==> config.mk <==
export PLATFORM = sky130hd
export DESIGN_NAME = uart_fifo_bridge_flat
export DESIGN_NICKNAME = d
export VERILOG_FILES = /design/src/rtl/uart_fifo_bridge_if.sv /design/src/rtl/uart_fifo_bridge.sv /design/src/flat_wrapper.sv
export SDC_FILE = /design/constraint.sdc
export NUM_CORES = 1
export LEC_CHECK = 0
export CAP_MARGIN = 20
export CORE_MARGIN = 2
export CORE_UTILIZATION = 60
export CTS_CLUSTER_DIAMETER = 80
export DETAILED_ROUTE_END_ITERATION = 16
export PLACE_DENSITY = 0.85
export REMOVE_ABC_BUFFERS = 1
export SYNTH_ARGS = -nofsm -noshare
export SYNTH_HDL_FRONTEND = slang
export SYNTH_HIERARCHICAL = 1
export SYNTH_SLANG_ARGS = --single-unit
==> constraint.sdc <==
create_clock -name clk -period 4.9 [get_ports clk]
set_input_delay 0.49 -clock clk [delete_from_list [all_inputs] [get_ports clk]]
set_output_delay 0.49 -clock clk [all_outputs]
set_load 0.01 [all_outputs]
==> src/rtl/uart_fifo_bridge_if.sv <==
// rtl/uart_fifo_bridge_if.sv - CPU/UART-side signal bundle for the UART byte-buffering bridge
interface uart_fifo_bridge_if #(
  parameter int DEPTH = 8,
  parameter int AW    = 3
);
  logic          cpu_rd_pop;
  logic          cpu_wr_push;
  logic [7:0]    cpu_wdata;
  logic [7:0]    rx_data;
  logic          rx_valid;
  logic          tx_ready;
  logic [AW:0]   rx_count;
  logic [AW:0]   tx_count;
  logic          rx_overflow;
  logic          tx_overflow;
  logic [7:0]    uart_rx_data;
  logic          uart_rx_valid;
  logic          uart_rx_ready;
  logic [7:0]    uart_tx_data;
  logic          uart_tx_valid;
  logic          uart_tx_ready;

  modport master (
    output cpu_rd_pop, cpu_wr_push, cpu_wdata, uart_rx_data, uart_rx_valid, uart_tx_ready,
    input  rx_data, rx_valid, tx_ready, rx_count, tx_count, rx_overflow, tx_overflow,
           uart_rx_ready, uart_tx_data, uart_tx_valid
  );

  modport slave (
    input  cpu_rd_pop, cpu_wr_push, cpu_wdata, uart_rx_data, uart_rx_valid, uart_tx_ready,
    output rx_data, rx_valid, tx_ready, rx_count, tx_count, rx_overflow, tx_overflow,
           uart_rx_ready, uart_tx_data, uart_tx_valid
  );
endinterface

==> src/rtl/uart_fifo_bridge.sv <==
// rtl/uart_fifo_bridge.sv - two FWFT byte FIFOs between the CPU UART window and the serial UART
module uart_fifo_bridge_fifo #(
  parameter int DEPTH = 8,
  parameter int AW    = 3
) (
  input  logic        clk,
  input  logic        rst,
  input  logic        push_i,
  input  logic [7:0]  push_data_i,
  input  logic        pop_i,
  output logic [7:0]  head_o,
  output logic [AW:0] count_o,
  output logic        full_o,
  output logic        empty_o
);
  localparam logic [AW:0] FullCount = (AW+1)'(DEPTH);

  logic [7:0]    mem_q [DEPTH];
  logic [AW-1:0] rd_ptr_q, rd_ptr_d;
  logic [AW-1:0] wr_ptr_q, wr_ptr_d;
  logic [AW:0]   count_q, count_d;
  logic          push_ok, pop_ok;

  // Full/empty come from the registered count, so a full FIFO refuses a push even when popping.
  assign full_o  = (count_q == FullCount);
  assign empty_o = (count_q == '0);
  assign push_ok = push_i && !full_o;
  assign pop_ok  = pop_i && !empty_o;
  assign head_o  = mem_q[rd_ptr_q];
  assign count_o = count_q;

  always_comb begin
    wr_ptr_d = wr_ptr_q;
    rd_ptr_d = rd_ptr_q;
    if (push_ok) wr_ptr_d = wr_ptr_q + 1'b1;
    if (pop_ok)  rd_ptr_d = rd_ptr_q + 1'b1;
    count_d = count_q + {{AW{1'b0}}, push_ok} - {{AW{1'b0}}, pop_ok};
  end

  always_ff @(posedge clk) begin
    if (rst) begin
      rd_ptr_q <= '0;
      wr_ptr_q <= '0;
      count_q  <= '0;
    end else begin
      rd_ptr_q <= rd_ptr_d;
      wr_ptr_q <= wr_ptr_d;
      count_q  <= count_d;
    end
  end

  always_ff @(posedge clk) begin
    if (!rst && push_ok) mem_q[wr_ptr_q] <= push_data_i;
  end
endmodule

module uart_fifo_bridge #(
  parameter int DEPTH = 8,
  parameter int AW    = 3
) (
  input logic             clk,
  input logic             rst,
  uart_fifo_bridge_if.slave bus
);
  logic rx_full, rx_empty, tx_full, tx_empty;
  logic rx_overflow_q, rx_overflow_d;
  logic tx_overflow_q, tx_overflow_d;

  uart_fifo_bridge_fifo #(.DEPTH(DEPTH), .AW(AW)) u_rx_fifo (
    .clk         (clk),
    .rst         (rst),
    .push_i      (bus.uart_rx_valid),
    .push_data_i (bus.uart_rx_data),
    .pop_i       (bus.cpu_rd_pop),
    .head_o      (bus.rx_data),
    .count_o     (bus.rx_count),
    .full_o      (rx_full),
    .empty_o     (rx_empty)
  );

  uart_fifo_bridge_fifo #(.DEPTH(DEPTH), .AW(AW)) u_tx_fifo (
    .clk         (clk),
    .rst         (rst),
    .push_i      (bus.cpu_wr_push),
    .push_data_i (bus.cpu_wdata),
    .pop_i       (bus.uart_tx_ready),
    .head_o      (bus.uart_tx_data),
    .count_o     (bus.tx_count),
    .full_o      (tx_full),
    .empty_o     (tx_empty)
  );

  assign bus.rx_valid      = !rx_empty;
  assign bus.uart_rx_ready = !rx_full;
  assign bus.tx_ready      = !tx_full;
  assign bus.uart_tx_valid = !tx_empty;
  assign bus.rx_overflow   = rx_overflow_q;
  assign bus.tx_overflow   = tx_overflow_q;

  // RX overflow only warns (receiver keeps the byte); TX overflow marks a dropped CPU byte.
  assign rx_overflow_d = rx_overflow_q | (bus.uart_rx_valid & rx_full);
  assign tx_overflow_d = tx_overflow_q | (bus.cpu_wr_push & tx_full);

  always_ff @(posedge clk) begin
    if (rst) begin
      rx_overflow_q <= 1'b0;
      tx_overflow_q <= 1'b0;
    end else begin
      rx_overflow_q <= rx_overflow_d;
      tx_overflow_q <= tx_overflow_d;
    end
  end
endmodule
==> src/flat_wrapper.sv <==
// flat-port wrapper written by rule: the top's interface ports become plain ports
module uart_fifo_bridge_flat 
#(
  parameter int DEPTH = 8,
  parameter int AW    = 3
)
  (clk, rst, bus_cpu_rd_pop, bus_cpu_wr_push, bus_cpu_wdata, bus_uart_rx_data, bus_uart_rx_valid, bus_uart_tx_ready, bus_rx_data, bus_rx_valid, bus_tx_ready, bus_rx_count, bus_tx_count, bus_rx_overflow, bus_tx_overflow, bus_uart_rx_ready, bus_uart_tx_data, bus_uart_tx_valid);
  uart_fifo_bridge_if #(.DEPTH(DEPTH), .AW(AW)) bus_i ();
  input logic clk;
  input logic rst;
  input wire logic [$bits(bus_i.cpu_rd_pop)-1:0] bus_cpu_rd_pop;
  input wire logic [$bits(bus_i.cpu_wr_push)-1:0] bus_cpu_wr_push;
  input wire logic [$bits(bus_i.cpu_wdata)-1:0] bus_cpu_wdata;
  input wire logic [$bits(bus_i.uart_rx_data)-1:0] bus_uart_rx_data;
  input wire logic [$bits(bus_i.uart_rx_valid)-1:0] bus_uart_rx_valid;
  input wire logic [$bits(bus_i.uart_tx_ready)-1:0] bus_uart_tx_ready;
  output wire logic [$bits(bus_i.rx_data)-1:0] bus_rx_data;
  output wire logic [$bits(bus_i.rx_valid)-1:0] bus_rx_valid;
  output wire logic [$bits(bus_i.tx_ready)-1:0] bus_tx_ready;
  output wire logic [$bits(bus_i.rx_count)-1:0] bus_rx_count;
  output wire logic [$bits(bus_i.tx_count)-1:0] bus_tx_count;
  output wire logic [$bits(bus_i.rx_overflow)-1:0] bus_rx_overflow;
  output wire logic [$bits(bus_i.tx_overflow)-1:0] bus_tx_overflow;
  output wire logic [$bits(bus_i.uart_rx_ready)-1:0] bus_uart_rx_ready;
  output wire logic [$bits(bus_i.uart_tx_data)-1:0] bus_uart_tx_data;
  output wire logic [$bits(bus_i.uart_tx_valid)-1:0] bus_uart_tx_valid;
  assign bus_i.cpu_rd_pop = bus_cpu_rd_pop;
  assign bus_i.cpu_wr_push = bus_cpu_wr_push;
  assign bus_i.cpu_wdata = bus_cpu_wdata;
  assign bus_i.uart_rx_data = bus_uart_rx_data;
  assign bus_i.uart_rx_valid = bus_uart_rx_valid;
  assign bus_i.uart_tx_ready = bus_uart_tx_ready;
  assign bus_rx_data = bus_i.rx_data;
  assign bus_rx_valid = bus_i.rx_valid;
  assign bus_tx_ready = bus_i.tx_ready;
  assign bus_rx_count = bus_i.rx_count;
  assign bus_tx_count = bus_i.tx_count;
  assign bus_rx_overflow = bus_i.rx_overflow;
  assign bus_tx_overflow = bus_i.tx_overflow;
  assign bus_uart_rx_ready = bus_i.uart_rx_ready;
  assign bus_uart_tx_data = bus_i.uart_tx_data;
  assign bus_uart_tx_valid = bus_i.uart_tx_valid;
  uart_fifo_bridge #(.DEPTH(DEPTH), .AW(AW)) u_core (.clk(clk), .rst(rst), .bus(bus_i));
endmodule
==> results.toml <==
[logic_synthesis]
synth-compound-area-share_pct = 1.51
yosysWarnings = 6
synth_seq_cells = 156
synth_top_family_by_area = "multiplexers"
synthMuxAreaShare_pct = 17.7
synth.top_cell.area_share_pct = 59.7
synth_top_area_cell = "edfxtp_1"
ys_types = 32
ys_async_sr_fraction_pct = 0
synth_xor_area_share_pct = 0.544
synthAdderAreaFrac_pct = 3.34
synth_area_um2 = 6440
synthSimpleGateAreaFrac_pct = 6.14
yosysSeqAreaShare_pct = 68.3
ys_top_cells_by_area = "edfxtp_1, mux4_1, dfxtp_1"
synth_edf_count = 128
synth_top_flop_cell = "edfxtp_1"
synth_cells = 354
avgSynthCellArea_um2 = 18.2

[grt]
grt_pass1_vias = 3426
grt-ovfl-total = 0
grt_pass1_wl_um = 18600
grt_max_degree = 21
grt.total_usage_pct = 22.7
antenna_found_initial = 0

[finish]
syn_to_final_growth_pct = 20.1
drive_gt1_share_pct = 16.7
layout.nets = 463
diodes = 0
fin_util_pct = 74.6

[timing]
holdWs_ps = 473
skew_ps = 10.8
fin_crit_ps = 3490
worst_pin_slew_ps = 961
setup_slack_ps = 1410
slew_headroom_pct = 35.7
setup_violations = 0
rsz0062_at_grt = "no"
fin_crit_sh_pct = 71.2
slew_violations = 0
max_freq_ghz = 0.287
hold_viol_final = 0
finalSetupTns_ps = 0

[routing]
first_iter_violations = 171
wl_met3_um = 643
wire_per_inst_um = 21.2
via_per_inst = 5.88
top_layer = "met4"
wl_um = 12200
vias = 3374
drc = 0
dr_wl_met2_um = 6210
drtAntennaViolNets = 0
drt-pass1-iter-count = 4
wl_met1_um = 5070

[power]
clkPwrFrac_pct = 35.1
swShare_pct = 25.2
p_per_area_nw_per_um2 = 483
p_comb_share_pct = 21.0
intPower_uw = 2790
seqPwrFrac_pct = 43.9
p_switching_uw = 942
power.leakage_uw = 0.00266
ir_worst_vdd_uv = 312

[cts]
clock_latency_ps = 520
post-cts-setup-buffer-count = 0
cts-hold-fix-buffers = 0
htree_levels = 4
post_cts_resized = 0
cts_tree = "done"
clock_sinks = 156
cts.path.max_buffers = 2
numCtsBuffers = 17
cts_root_buf = "clkbuf_8"
path_clk_slew_ps = 60

[floorplan]
io_pins = 52
die_area_um2 = 11600
die_y_um = 108
num_rows = 37
coreArea_um2 = 10400
initial_core_util_pct = 62.1
die_w_um = 108

[setup_path]
cp-end-kind = "primary output"
worstSetupPathType = "flip-flop to primary output"
cp_max_fo = 16
arrival_ps = 3000
crit_required_ps = 4410
worstSetupStartpointType = "flip-flop"

[flow_run]
drv_cap = 0

[placed_design]
hpwlAfterDp_um = 7050
gp_congestion = 0.724
port_buffers = 51
pre_cts_slack_ps = 2050

[hold_path]
hp-class = "flip-flop to flip-flop"

[outcome]
outcome = "finished, final reports clean"
==> per-layer routing <==
| layer | vias up | global-route usage, % |
|---|---|---|
| met5 | - | 0 |
| met4 | 0 | 9.34 |
| met3 | 24 | 5.21 |
| met2 | 118 | 37.6 |
| met1 | 1677 | 29.1 |
| li1 | 1555 | - |
==> worst max-delay path, stage by stage (launching register included) <==
cell and delay [ps]:
dfxtp_1 950, mux4_1 720, mux2_2 310, clkdlybuf4s50_1 490
==> synthesized netlist by cell type (all sizes together), types with 4 or more instances <==
| master | instances |
|---|---|
| edfxtp | 128 |
| mux4 | 32 |
| dfxtp | 28 |
| mux2 | 20 |
| ha | 14 |
| inv | 14 |
| a21oi | 12 |
| nand2b | 12 |
| nor2 | 12 |
| buf | 10 |
| mux2i | 8 |
| nand2 | 8 |
| nor3 | 8 |
| nor2b | 6 |
| nor4 | 6 |
| and2 | 4 |
| clkbuf | 4 |
| nand3 | 4 |
| o21ai | 4 |
| or3 | 4 |
==> state kept, by name, indices dropped and copies added, names as in the netlist, named ones only <==
signal	flops
u_core/u_rx_fifo/count_o	4
u_core/u_rx_fifo/wr_ptr_q	3
u_core/u_rx_fifo/mem_q	64
u_core/u_rx_fifo/rd_ptr_q	3
u_core/u_tx_fifo/mem_q	64
u_core/bus.rx_overflow	1
u_core/bus.tx_overflow	1
u_core/u_tx_fifo/rd_ptr_q	3
u_core/u_tx_fifo/count_o	4
u_core/u_tx_fifo/wr_ptr_q	3
==> per-stage QoR <==
step	total power [µW]	instances	area, µm²
4_1_cts	3760	574	7740
3_5_place_dp	2440	542	7130
6_report	3740	574	7740
5_1_grt	3880	574	7740
3_3_place_gp	2410	541	7120
2_1_floorplan	2090	340	6340
==> cell usage in the layout, fill, tap and decap left out, types with 14 or more instances in the layout <==
| cell type | count |
|---|---|
| mux2_2 | 20 |
| edfxtp_1 | 128 |
| clkbuf_16 | 18 |
| inv_1 | 14 |
| mux4_1 | 30 |
| clkdlybuf4s50_1 | 51 |
| dfxtp_1 | 28 |
| buf_4 | 15 |
| ha_1 | 14 |
==> power by group through the flow <==
stage               Clock (µW)  Combinational, µW  Sequential [µW]
finish                    1310                785             1640
global route              1380                853             1650
CTS                       1330                792             1640
detailed placement           0                774             1660
global placement             0                748             1660
floorplan                    0                453             1640
==> cells by family after synthesis <==
group / Yosys count
AOI/OAI and AO/OA: 18
xor gates and xnor gates: 4
adders and majority gates: 16
buffers and inverters: 28
DFF: 156
muxes: 60
and+or+nand+nor: 72
==> worst paths after layout <==
kind / from / to / slack, ps / cells past startpoint
worst max-delay path: flip-flop / bus_uart_tx_data[3] / 1410 / 3
worst max register to register: u_core/u_rx_fifo/count_o[2] / u_core/u_rx_fifo/count_o[2] / 2420 / 10
worst min register to register: u_core/bus.tx_overflow / u_core/bus.tx_overflow / 470 / 2
worst min-delay path: u_core/bus.tx_overflow / u_core/bus.tx_overflow / 470 / 2
==> layout make-up <==
type / instances / area (µm²)
clock buffers: 23 / 499
clock inverters: 9 / 105
fillers: 601 / 2630
inverters: 14 / 52.6
multi-input cells: 170 / 1880
flip-flops and latches: 156 / 4400
well taps: 136 / 170
repair buffers: 66 / 623
No activity file was read; power rests on OpenSTA's default activity.
